File: src/rtl/pwm_duty_decoder_if.sv
// Signal bundle between a PWM line source and the duty decoder:
// the sampled line plus the decoded duty/period results.
interface pwm_duty_decoder_if #(
  parameter int CW = 6
);
  logic          Pulse_In;
  logic [CW-1:0] Duty;
  logic [CW:0]   Period_Len;
  logic          Duty_Valid;
  logic          No_Edge;
  logic          Locked;

  // Source side: drives the PWM line, observes decoded results
  modport master (
    output Pulse_In,
    input  Duty, Period_Len, Duty_Valid, No_Edge, Locked
  );

  // Decoder side: samples the PWM line, produces decoded results
  modport slave (
    input  Pulse_In,
    output Duty, Period_Len, Duty_Valid, No_Edge, Locked
  );
endinterface

File: src/rtl/pwm_duty_decoder.sv
// PWM duty decoder: synchronizes a PWM line, measures high-sample count and
// length of each window between rising edges (capped at PERIOD samples),
// and tracks lock to the transmitter's period boundary.
module pwm_duty_decoder #(
  parameter int PERIOD       = 64,
  parameter int CW           = 6,
  parameter int LOSS_WINDOWS = 8
) (
  input  logic              sysclk,
  input  logic              Reset,
  pwm_duty_decoder_if.slave pwm
);

  localparam logic [CW:0] PERIOD_W = (CW+1)'(PERIOD);
  localparam logic [3:0]  LOSS_LIM = 4'(LOSS_WINDOWS);

  typedef enum logic {
    UNLOCKED = 1'b0,
    LOCKED   = 1'b1
  } state_t;

  state_t        state;
  state_t        state_d;

  logic          sync1;
  logic          sync2;
  logic          s_prev;
  logic [CW:0]   win_cnt;
  logic [CW:0]   high_cnt;
  logic [3:0]    loss_cnt;
  logic [3:0]    loss_d;

  logic          rise;
  logic          edge_close;
  logic          limit_close;
  logic          close;
  logic          emit;

  logic [CW-1:0] duty_p0;
  logic [CW:0]   period_len_p0;
  logic          no_edge_p0;
  logic          vld_p0;

  // A full window of high samples (count == 2**CW) does not fit in CW bits;
  // clamp it to the largest representable duty.
  function automatic logic [CW-1:0] sat_duty(input logic [CW:0] cnt);
    if (cnt[CW]) begin
      return '1;
    end
    return cnt[CW-1:0];
  endfunction

  // Two-flop synchronizer plus one-cycle history for edge detection
  always_ff @(posedge sysclk) begin
    if (Reset) begin
      sync1  <= 1'b0;
      sync2  <= 1'b0;
      s_prev <= 1'b1;
    end else begin
      sync1  <= pwm.Pulse_In;
      sync2  <= sync1;
      s_prev <= sync2;
    end
  end

  // Close detection and lock FSM next-state / emit decision
  always_comb begin
    rise        = sync2 & ~s_prev;
    edge_close  = rise && (win_cnt != '0);
    limit_close = !rise && (win_cnt == PERIOD_W);
    close       = edge_close || limit_close;
    state_d     = state;
    loss_d      = loss_cnt;
    emit        = 1'b0;
    case (state)
      UNLOCKED: begin
        if (edge_close) begin
          // Partial window since the last arbitrary boundary is dropped.
          state_d = LOCKED;
          loss_d  = '0;
        end else if (limit_close) begin
          emit = 1'b1;
        end
      end
      LOCKED: begin
        if (edge_close) begin
          emit   = 1'b1;
          loss_d = '0;
        end else if (limit_close) begin
          emit = 1'b1;
          if (loss_cnt + 4'd1 == LOSS_LIM) begin
            state_d = UNLOCKED;
            loss_d  = '0;
          end else begin
            loss_d = loss_cnt + 4'd1;
          end
        end
      end
      default: begin
        state_d = UNLOCKED;
        loss_d  = '0;
      end
    endcase
  end

  // Lock FSM state register
  always_ff @(posedge sysclk) begin
    if (Reset) begin
      state    <= UNLOCKED;
      loss_cnt <= '0;
    end else begin
      state    <= state_d;
      loss_cnt <= loss_d;
    end
  end

  // Window accumulation; a close restarts the window with the current sample
  always_ff @(posedge sysclk) begin
    if (Reset) begin
      win_cnt  <= '0;
      high_cnt <= '0;
    end else if (close) begin
      win_cnt  <= (CW+1)'(1);
      high_cnt <= {{CW{1'b0}}, sync2};
    end else begin
      win_cnt  <= win_cnt + (CW+1)'(1);
      high_cnt <= high_cnt + {{CW{1'b0}}, sync2};
    end
  end

  // Result registers: strobe every emitted close, hold values between strobes
  always_ff @(posedge sysclk) begin
    if (Reset) begin
      vld_p0        <= 1'b0;
      duty_p0       <= '0;
      period_len_p0 <= '0;
      no_edge_p0    <= 1'b0;
    end else begin
      vld_p0 <= emit;
      if (emit) begin
        duty_p0       <= sat_duty(high_cnt);
        period_len_p0 <= win_cnt;
        no_edge_p0    <= limit_close;
      end
    end
  end

  assign pwm.Duty       = duty_p0;
  assign pwm.Period_Len = period_len_p0;
  assign pwm.Duty_Valid = vld_p0;
  assign pwm.No_Edge    = no_edge_p0;
  assign pwm.Locked     = (state == LOCKED);

endmodule

File: src/flat_wrapper.sv
// flat-port wrapper written by rule: the top's interface ports become plain ports
module pwm_duty_decoder_flat 
#(
  parameter int PERIOD       = 64,
  parameter int CW           = 6,
  parameter int LOSS_WINDOWS = 8
)
  (sysclk, Reset, pwm_Pulse_In, pwm_Duty, pwm_Period_Len, pwm_Duty_Valid, pwm_No_Edge, pwm_Locked);
  pwm_duty_decoder_if #(.CW(CW)) pwm_i ();
  input  logic sysclk;
  input  logic Reset;
  input wire logic [$bits(pwm_i.Pulse_In)-1:0] pwm_Pulse_In;
  output wire logic [$bits(pwm_i.Duty)-1:0] pwm_Duty;
  output wire logic [$bits(pwm_i.Period_Len)-1:0] pwm_Period_Len;
  output wire logic [$bits(pwm_i.Duty_Valid)-1:0] pwm_Duty_Valid;
  output wire logic [$bits(pwm_i.No_Edge)-1:0] pwm_No_Edge;
  output wire logic [$bits(pwm_i.Locked)-1:0] pwm_Locked;
  assign pwm_i.Pulse_In = pwm_Pulse_In;
  assign pwm_Duty = pwm_i.Duty;
  assign pwm_Period_Len = pwm_i.Period_Len;
  assign pwm_Duty_Valid = pwm_i.Duty_Valid;
  assign pwm_No_Edge = pwm_i.No_Edge;
  assign pwm_Locked = pwm_i.Locked;
  pwm_duty_decoder #(.PERIOD(PERIOD), .CW(CW), .LOSS_WINDOWS(LOSS_WINDOWS)) u_core (.sysclk(sysclk), .Reset(Reset), .pwm(pwm_i));
endmodule
File: config.mk
export PLATFORM = sky130hd
export DESIGN_NAME = pwm_duty_decoder_flat
export DESIGN_NICKNAME = d
export VERILOG_FILES = /design/src/rtl/pwm_duty_decoder_if.sv /design/src/rtl/pwm_duty_decoder.sv /design/src/flat_wrapper.sv
export SDC_FILE = /design/constraint.sdc
export NUM_CORES = 1
export LEC_CHECK = 0
export ABC_AREA = 1
export BUFFER_PORTS_ARGS = -buffer_cell sky130_fd_sc_hd__buf_2
export CAP_MARGIN = 20
export CORE_MARGIN = 2
export CORE_UTILIZATION = 30
export CTS_BUF_LIST = sky130_fd_sc_hd__clkbuf_2 sky130_fd_sc_hd__clkbuf_4 sky130_fd_sc_hd__clkbuf_8
export DETAILED_ROUTE_END_ITERATION = 7
export HOLD_SLACK_MARGIN = 0.05
export PLACE_DENSITY_LB_ADDON = 0.12
export SKIP_CTS_REPAIR_TIMING = 1
export SLEW_MARGIN = 20
export SYNTH_ARGS = -nofsm -noshare
export SYNTH_HDL_FRONTEND = slang
export SYNTH_SLANG_ARGS = --single-unit
File: constraint.sdc
create_clock -name sysclk -period 2.8 [get_ports sysclk]
set_input_delay 0.28 -clock sysclk [delete_from_list [all_inputs] [get_ports sysclk]]
set_output_delay 0.28 -clock sysclk [all_outputs]
set_load 0.02 [all_outputs]
## Word-level counts from Yosys, hierarchy flattened

Cells that the tools add are included.

| storage, ports and cells | value |
|---|---|
| register bits after elaboration | 37 |
| input port bits | 3 |
| output and inout port bits | 16 |
| word-level logic and storage cells | 51 |

| operators by class | value |
|---|---|
| reduce and logical (&&, ||, !) cells | 7 |
| equality and inequality tests | 4 |
| bitwise logic cells | 3 |
| add/subtract/negate cells | 3 |
| muxes and demuxes | 21 |

Operator list:

| cell | count |
|---|---|
| $mux 4 | 4 |
| $mux 1 | 12 |
| $mux 6 | 2 |
| $pmux 4 s2 | 1 |
| $add 7x1->7 | 1 |
| $add 7x1->7 const B | 1 |
| $eq 7x7->1 const B | 1 |
| $reduce_bool 7->1 | 1 |
| $add 4x1->4 const B | 1 |
| $eq 4x4->1 const B | 1 |
| $pmux 1 s2 | 2 |
| $ne 3x3->1 const B | 1 |
| $logic_and 1x1->1 | 2 |
| $ne 2x1->1 const B | 1 |
| $not 1->1 | 2 |
| $reduce_and 2->1 | 1 |
| $reduce_or 2->1 | 1 |
| $and 1x1->1 | 1 |
| $logic_not 1->1 | 1 |
| $logic_or 1x1->1 | 1 |

## Logic depth before layout (Yosys ltp)

Gate-level depths: netlist of the first run.

| logic depth | value |
|---|---|
| depth in word-level cells | 10 |
| mapped depth | 11 |
| mapped depth without buffers | 10 |

## Worst setup path after synthesis of the first run

Ideal clock, no wire load.

| timing | value |
|---|---|
| kind | reg2reg |
| from | register u_core.win_cnt[0] |
| to | register u_core.period_len_p0[3], in the netlist u_core.pwm.Period_Len[3] |
| stages on the path, launching flop included | 12 |
| required time | 2686 ps |
| buffers on the path | 1 |
| clock period less this slack | 1353 ps |
| library setup time | 114 ps |
| data arrival time | 1239 ps |
| path slack | 1447 ps |
| cell sequence | dfxtp_1 inv_1 ha_1 nand2_1 nor2_2 nand2_4 nand3_4 nand2_4 buf_6 nand2_1 nand2_1 nor2_2 |

| on the way | value |
|---|---|
| cells in the longest elaborated chain, start to end | 5 |
| elaborated cells on any way between the ends | 8 |
| those cells by class | 1 x eq/ne; 4 x mux; 3 x reduce/logical |

RTL lines:

| element | RTL line | RTL |
|---|---|---|
| from (decl) | pwm_duty_decoder.sv:28 | `logic [CW:0] win_cnt;` |
| from (signal assigned) | pwm_duty_decoder.sv:123 | `win_cnt <= (CW+1)'(1);` |
| from (signal assigned) | pwm_duty_decoder.sv:126 | `win_cnt <= win_cnt + (CW+1)'(1);` |
| $eq 7x7->1 | pwm_duty_decoder.sv:70 | `limit_close = !rise && (win_cnt == PERIOD_W);` |
| $logic_and 1x1->1 | pwm_duty_decoder.sv:70 |  |
| $mux 1 | pwm_duty_decoder.sv:81, pwm_duty_decoder.sv:89 |  |
| $mux 1, on equally long branches | pwm_duty_decoder.sv:86, pwm_duty_decoder.sv:77 |  |
| $pmux 1 s2 * | pwm_duty_decoder.sv:75 | `case (state)` |
| to (signal assigned) | pwm_duty_decoder.sv:142 | `period_len_p0 <= win_cnt;` |
| to (decl) | pwm_duty_decoder.sv:40 | `logic [CW:0] period_len_p0;` |

Every way passes the cells marked *; elsewhere a longest branch is shown, timed or not.
A chain may end at the register's enable or synchronous reset.

## Final worst setup path of the first run

| timing | value |
|---|---|
| from | register u_core.win_cnt[0] |
| to | register u_core.high_cnt[2] |

| on the way | value |
|---|---|
| cells in the longest elaborated chain, start to end | 4 |
| elaborated cells on any way between the ends | 6 |
| those cells by class | 1 x eq/ne; 5 x reduce/logical |

RTL lines:

| element | RTL line | RTL |
|---|---|---|
| $eq 7x7->1 / $reduce_bool 7->1 (equally long branches) | pwm_duty_decoder.sv:70, pwm_duty_decoder.sv:69 |  |
| $logic_and 1x1->1, on equally long branches | pwm_duty_decoder.sv:70, pwm_duty_decoder.sv:69 |  |
| $logic_or 1x1->1 * | pwm_duty_decoder.sv:71 | `close = edge_close \|\| limit_close;` |
| $reduce_or 2->1 (no line) * | n/a |  |
| to (signal assigned) | pwm_duty_decoder.sv:124 | `high_cnt <= {{CW{1'b0}}, sync2};` |
| to (signal assigned) | pwm_duty_decoder.sv:127 | `high_cnt <= high_cnt + {{CW{1'b0}}, sync2};` |
| to (decl) | pwm_duty_decoder.sv:29 | `logic [CW:0] high_cnt;` |

Marks and branches as above.

==> results of run 1 <==
## worst max-delay path: stages, from the launching register on
cell,delay [ns]
dfxtp_1,0.35
inv_1,0.08
ha_1,0.21
nand3_1,0.12
nor2_4,0.06
nand2_4,0.20
nand3_2,0.28
nor3_1,0.19
## state kept, by name (all words and copies together) (netlist names)
register and count:
u_core.s_prev 1, u_core.win_cnt 7, u_core.pwm.Duty 6, u_core.sync2 1, u_core.pwm.No_Edge 1, u_core.pwm.Locked 1
u_core.pwm.Period_Len 7, u_core.high_cnt 7, u_core.sync1 1, u_core.pwm.Duty_Valid 1, u_core.loss_cnt 4
## cell type report
class / count / area [um2]
fill: 601 / 3590
multi-input combinational: 150 / 808
sequential: 37 / 741
timing repair buffer: 19 / 97.6
inverter: 26 / 97.6
tap: 72 / 90.1
clock buffer: 5 / 68.8
clock inverter: 3 / 17.5
## power by group through the flow
stage	Combinational, mW	Sequential, mW	Clock [mW]
2_1_floorplan	0.0437	0.553	0
3_3_place_gp	0.0531	0.553	0
3_5_place_dp	0.0523	0.553	0
4_1_cts	0.0528	0.541	0.391
5_1_grt	0.0591	0.542	0.413
6_report	0.0514	0.541	0.374
## stage by stage
| stage | instance area [um2] | total power [mW] | cells | worst slack, ns |
|---|---|---|---|---|
| floorplan | 1700 | 0.596 | 219 | 1.45 |
| finish | 1920 | 0.966 | 312 | 1.24 |
| global placement | 1830 | 0.606 | 304 | 1.25 |
| CTS | 1920 | 0.984 | 312 | 1.21 |
| global route | 1920 | 1.01 | 312 | 1.07 |
| detailed placement | 1830 | 0.606 | 304 | 1.20 |
## cell usage in the layout, fill, tap and decap left out, types with 2 or more instances in the layout
| master | instances |
|---|---|
| or2_2 | 5 |
| dfxtp_1 | 37 |
| buf_2 | 18 |
| nor2_2 | 3 |
| nand3_1 | 10 |
| nor2_1 | 37 |
| nor2_4 | 3 |
| xor2_1 | 6 |
| nor3_1 | 4 |
| ha_1 | 5 |
| clkinv_2 | 2 |
| nand3b_1 | 6 |
| nand2_1 | 42 |
| inv_2 | 5 |
| clkbuf_8 | 5 |
| inv_1 | 20 |
| o21ai_0 | 2 |
| nand2_4 | 3 |
| a21oi_1 | 14 |
| nand2_2 | 3 |
## kinds of logic (layout without fill, tap and decap cells)
logic type      count (synthesis)  in the layout  share of synthesized area, %
compound gates                 19             19                          6.03
xor+xnor                        7              7                          3.61
fa+ha+maj                       5              5                          3.68
buf+inv                        32             53                          8.90
flops                          37             37                          43.6
simple gates                  119            119                          34.2
## worst min path at each step
stage                     slack (ns)               startpoint  cells after the start                       to
final                           0.19             pwm_Pulse_In                      3  u_core.sync1$_SDFF_PP0_
after global routing            0.20             pwm_Pulse_In                      3  u_core.sync1$_SDFF_PP0_
after CTS                       0.19             pwm_Pulse_In                      3  u_core.sync1$_SDFF_PP0_
after detailed placement        0.40  u_core.sync1$_SDFF_PP0_                      2  u_core.sync2$_SDFF_PP0_
after global placement          0.40  u_core.sync1$_SDFF_PP0_                      2  u_core.sync2$_SDFF_PP0_
after floorplan                 0.39             pwm_Pulse_In                      2  u_core.sync1$_SDFF_PP0_
## metal layers
| metal | vias to the layer above | share of wire [%] | wire (um) |
|---|---|---|---|
| li1 | 716 | - | - |
| met1 | 569 | 52 | 1700 |
| met2 | 20 | 43 | 1410 |
| met3 | 6 | 3.1 | 100 |
| met4 | 0 | 1.5 | 48 |
| met5 | - | 0 | 0 |
==> metrics.md, run 1 <==
| Metric | Value |
|---|---|
| I/O pin cnt | `19` |
| Final Hold Slack | `0.193 ns` |
| Hold Violations, Final | `0` |
| PwrDens | `503 nW/um2` |
| Outcome | `finished, final reports clean` |
| CP endpoint kind | `register` |
| Routed via count | `1311` |
| Residual DRC count | `0` |
| Worst Path Class, Setup | `reg -> reg` |
| Measured slew at the worst slew-check pin | `0.252 ns` |
| Post-synth top area share | `43.6%` |
| R2R Setup Slk | `1.24 ns` |
| Die X | `79.3 um` |
| Cell with the most instances after synthesis | `nand2_1` |
| HP Class | `in -> reg` |
| Switch share | `25.0%` |
| Max-Cap Viols | `0` |
| First-pass GRT wire length | `5730 um` |
| R2R depth | `7` |
| Clock power share | `38.7%` |
| Yosys warning count | `0` |
| Setup violators final | `0` |
| Synth async-reset ratio | `0%` |
| I/O Buffers | `18` |
| Worst setup SP type | `register` |
| DIE HEIGHT | `79.3 um` |
| Initial Utilization | `30.9%` |
| Avg WL per Cell | `10.5 um` |
| Die footprint | `6290 um2` |
| Layout cells sized above 1 | `21.7%` |
| Area contributors post-synth | `dfxtp_1 (44%), nand2_1 (9.3%), nor2_1 (8.2%)` |
| Largest net degree at the start of global routing | `19` |
| Worst skew pair latency | `0.29 ns` |
| FMAX | `640 MHz` |
| Root buffer cell | `clkbuf_8` |
| Crit share post-route | `55.8%` |
| Sequential power share | `56.0%` |
| Cell taking the most area after synthesis | `dfxtp_1` |
| Met2 Track Usage GR | `17.5%` |
| Num rows | `27` |
| DRT antenna net count | `0` |
| Post-synthesis sequential area ratio | `43.6%` |
| EDFF count, synth | `0` |
| Total Routing Usage GR | `11.6%` |
| Area growth, synth to finish | `13.0%` |
| Fin nets | `247` |
| NetSw | `242 uW` |
| Slew Viols, Final | `0` |
| Synthesized area per cell | `7.76 um2` |
| Antenna violations before repair | `0` |
| CTS tree | `built` |
| CP Data Required Time | `3.02 ns` |
| CP max FO | `18` |
| Grt peak-use layer | `met2` |
| Synth Register Bits | `37` |
| Crit Reg-Reg Endpoint | `u_core.high_cnt[2]$_SDFF_PP0_` |
| TritonCTS buffer count | `5` |
| Setup Skew | `0.00793 ns` |
| RSZ-0062 raised after global routing | `no` |
| WP data arrival | `1.78 ns` |
| IR drop worst, VDD | `0.000213 V` |
| Htree depth | `2` |
| Top FF cell, synth | `dfxtp_1` |
| Grt ovf | `0` |
| Final Wtd Congestion | `0.727` |
| Max-slew headroom | `83.2%` |
| Antenna cell count | `0` |
| Layout Utilization | `34.9%` |
| Clock buffer depth | `2` |
| Initial DRT Pass Iterations | `4` |
| Clock sinks | `37` |
| Syn Inst Count | `219` |
| Mapped Nets | `227` |
| Total Wirelength | `3260 um` |
| Launch point of the worst path | `u_core.win_cnt[0]$_SDFF_PP0_` |
| Internal | `724 uW` |
| Setup TNS | `0 ns` |
| Worst-path clk slew | `0.08 ns` |
| Netlist cell types | `28` |
| DP HPWL | `2330 um` |
| Vias in the first global route | `1258` |
| Synthesized cell area | `1700 um2` |
| Core box area | `5510 um2` |
| Worst Setup EP | `u_core.high_cnt[2]$_SDFF_PP0_` |
| Met3 Usage GRT | `2.73%` |
| Minimum clock period | `1.56 ns` |
| Comb pwr share | `5.3%` |
| Drt initial violations | `64` |
| DR vias/cell | `4.20` |
| Commonest cells post-synth | `nand2_1 (42), dfxtp_1 (37), nor2_1 (37), inv_1 (20), a21oi_1 (14)` |
| Reg2Reg Launch Point | `u_core.win_cnt[0]$_SDFF_PP0_` |
| GR Layer Usage met1 | `16.0%` |
| Pleak | `0.882 nW` |
No activity file was read; power rests on OpenSTA's default activity.
==> run 2: changes to the inputs <==
==> constraint.sdc (replaced) <==
create_clock -name sysclk -period 1.42 [get_ports sysclk]
set_input_delay 0.142 -clock sysclk [delete_from_list [all_inputs] [get_ports sysclk]]
set_output_delay 0.142 -clock sysclk [all_outputs]
set_load 0.02 [all_outputs]
==> run 2 against run 1 <==
Effect of this change: via count is 1.8% higher; power is 100% higher; critical endpoint is now u_core.pwm.Locked$_SDFF_PP0_; non-clock buffer count is 11 higher; maximum frequency is 14% higher; utilization is 3.1 points higher; clock skew is 0.0024 ns lower.
==> metrics.md, run 2 (synthesis gave the netlist of run 1 again) <==
| Metric | Value |
|---|---|
| Avg WL per Cell | `10.4 um` |
| Cells after DPL | `314` |
| Worst setup SP type | `register` |
| Hold path depth | `3` |
| Most common cell after layout, fill and taps aside | `nand2_1` |
| Drt initial violations | `51` |
| Hold Startpoint | `Reset` |
| Max-slew headroom | `82.8%` |
| Total Routing Usage GR | `11.8%` |
| Area growth, synth to finish | `23.0%` |
| Worst min-delay path endpoint | `u_core.pwm.No_Edge$_SDFFE_PP0P_` |
| CP max FO | `5` |
| Total power | `1.98 mW` |
| NetSw | `455 uW` |
| R2R Setup Slk | `0.05 ns` |
| DIE HEIGHT | `79.3 um` |
| FMAX | `731 MHz` |
| Die X | `79.3 um` |
| Routed via count | `1335` |
| Initial DRT Pass Iterations | `4` |
| Slew Viols, Final | `0` |
| PwrDens | `946 nW/um2` |
| Switch share | `23.0%` |
| Commonest cells after routing, fill and taps aside | `nand2_1 (41), nor2_1 (36), dfxtp_1 (35)` |
| Final Hold Slack | `0.198 ns` |
| Num rows | `27` |
| TritonCTS buffer count | `5` |
| Worst path cell trace | `inv_2 > ha_4 > nand3_4 > nor2_4 > nand2_4 > nor2_4 > nand2_2 > nor2_2 > nor2_1` |
| Fin nets | `258` |
| HP Class | `in -> reg` |
| DP HPWL | `2440 um` |
| Pleak | `0.960 nW` |
| CP Data Required Time | `1.61 ns` |
| Grt ovf | `0` |
| Final Wtd Congestion | `0.755` |
| Hold Violations, Final | `0` |
| Critical Path Most Common Cell | `nor2_4` |
| Fin cells | `323` |
| Final WS setup | `0.0524 ns` |
| Stages on the worst setup path | `9` |
| DR vias/cell | `4.13` |
| Setup Skew | `0.00552 ns` |
| Root buffer cell | `clkbuf_8` |
| Htree depth | `2` |
| Layout Utilization | `38.0%` |
| WP data arrival | `1.56 ns` |
| Setup violators final | `0` |
| CP max stage cell | `dfxtp_2` |
| Measured slew at the worst slew-check pin | `0.257 ns` |
| CTS tree | `built` |
| I/O Buffers | `18` |
| CP top delay family | `simple AND/OR/NAND/NOR gates` |
| Clock buffer depth | `2` |
| Internal | `1.52 mW` |
| Die footprint | `6290 um2` |
| Clock power share | `38.9%` |
| Sequential power share | `54.0%` |
| Worst skew pair latency | `0.29 ns` |
| Residual DRC count | `0` |
| Antenna violations before repair | `0` |
| Initial Utilization | `30.9%` |
| Reg2Reg Launch Point | `u_core.win_cnt[1]$_SDFF_PP0_` |
| Core box area | `5510 um2` |
| Dpl ws | `-0.00563 ns` |
| Crit Reg-Reg Endpoint | `u_core.pwm.Locked$_SDFF_PP0_` |
| Outcome | `finished, final reports clean` |
| First-pass GRT wire length | `5760 um` |
| DRT antenna net count | `0` |
| Worst Path Class, Setup | `reg -> reg` |
| Fin area | `2090 um2` |
| Max incr delay on CP | `0.33 ns` |
| Layout cells sized above 1 | `29.1%` |
| R2R depth | `9` |
| Worst Path Buf+Inv | `1` |
| Vias in the first global route | `1274` |
| RSZ-0062 raised after global routing | `yes` |
| IR drop worst, VDD | `0.000416 V` |
| Comb pwr share | `7.1%` |
| I/O pin cnt | `19` |
| Largest net degree at the start of global routing | `15` |
| CP endpoint kind | `register` |
| Total Wirelength | `3350 um` |
| Post-DP Area | `1930 um2` |
| Clock sinks | `37` |
| Crit share post-route | `96.3%` |
| Antenna cell count | `0` |
| Worst-path clk slew | `0.07 ns` |
| Minimum clock period | `1.37 ns` |
| Max-Cap Viols | `0` |
| Setup TNS | `0 ns` |
## run 2: layout make-up
| type | count | area (um2) |
|---|---|---|
| Clock buffer | 8 | 91.3 |
| Fill cell | 584 | 3420 |
| Inverter | 26 | 97.6 |
| Multi-Input combinational cell | 150 | 861 |
| Sequential cell | 37 | 743 |
| Tap cell | 72 | 90.1 |
| Timing Repair Buffer | 30 | 208 |
## run 2: worst register-to-register path, delay by kind of cell (launching register included)
family | cells | cell delay, ns
AND/OR/NAND/NOR | 7 | 0.72
flip-flops | 1 | 0.33
adder cells (fa/ha/maj) | 1 | 0.15
buffers and inverters | 1 | 0.07
## run 2: power groups by stage
stage	clock [mW]	sequential (mW)	combinational, mW
after floorplan	0	1.09	0.0861
after global placement	0	1.09	0.124
after detailed placement	0	1.09	0.123
after CTS	0.799	1.07	0.123
after global routing	0.857	1.07	0.158
final	0.769	1.07	0.141
## run 2: worst max-delay path by stage
stage                                       from                                     to  slack (ns)
global placement    u_core.win_cnt[1]$_SDFF_PP0_          u_core.high_cnt[2]$_SDFF_PP0_       0.005
finish              u_core.win_cnt[1]$_SDFF_PP0_           u_core.pwm.Locked$_SDFF_PP0_        0.05
floorplan           u_core.win_cnt[0]$_SDFF_PP0_  u_core.pwm.Period_Len[3]$_SDFFE_PP0P_        0.07
global route        u_core.win_cnt[1]$_SDFF_PP0_           u_core.pwm.Locked$_SDFF_PP0_       -0.02
CTS                 u_core.win_cnt[0]$_SDFF_PP0_          u_core.high_cnt[2]$_SDFF_PP0_       -0.03
detailed placement  u_core.win_cnt[0]$_SDFF_PP0_        u_core.loss_cnt[2]$_SDFFE_PP0P_      -0.006
## run 2: layer usage
layer  up-vias  routed length, um  global-route usage, %
met4         0                 65                   5.17
li1        744                  -                      -
met2        21               1420                   18.5
met3         6                138                   3.86
met5         -                  0                      0
met1       564               1730                   14.8
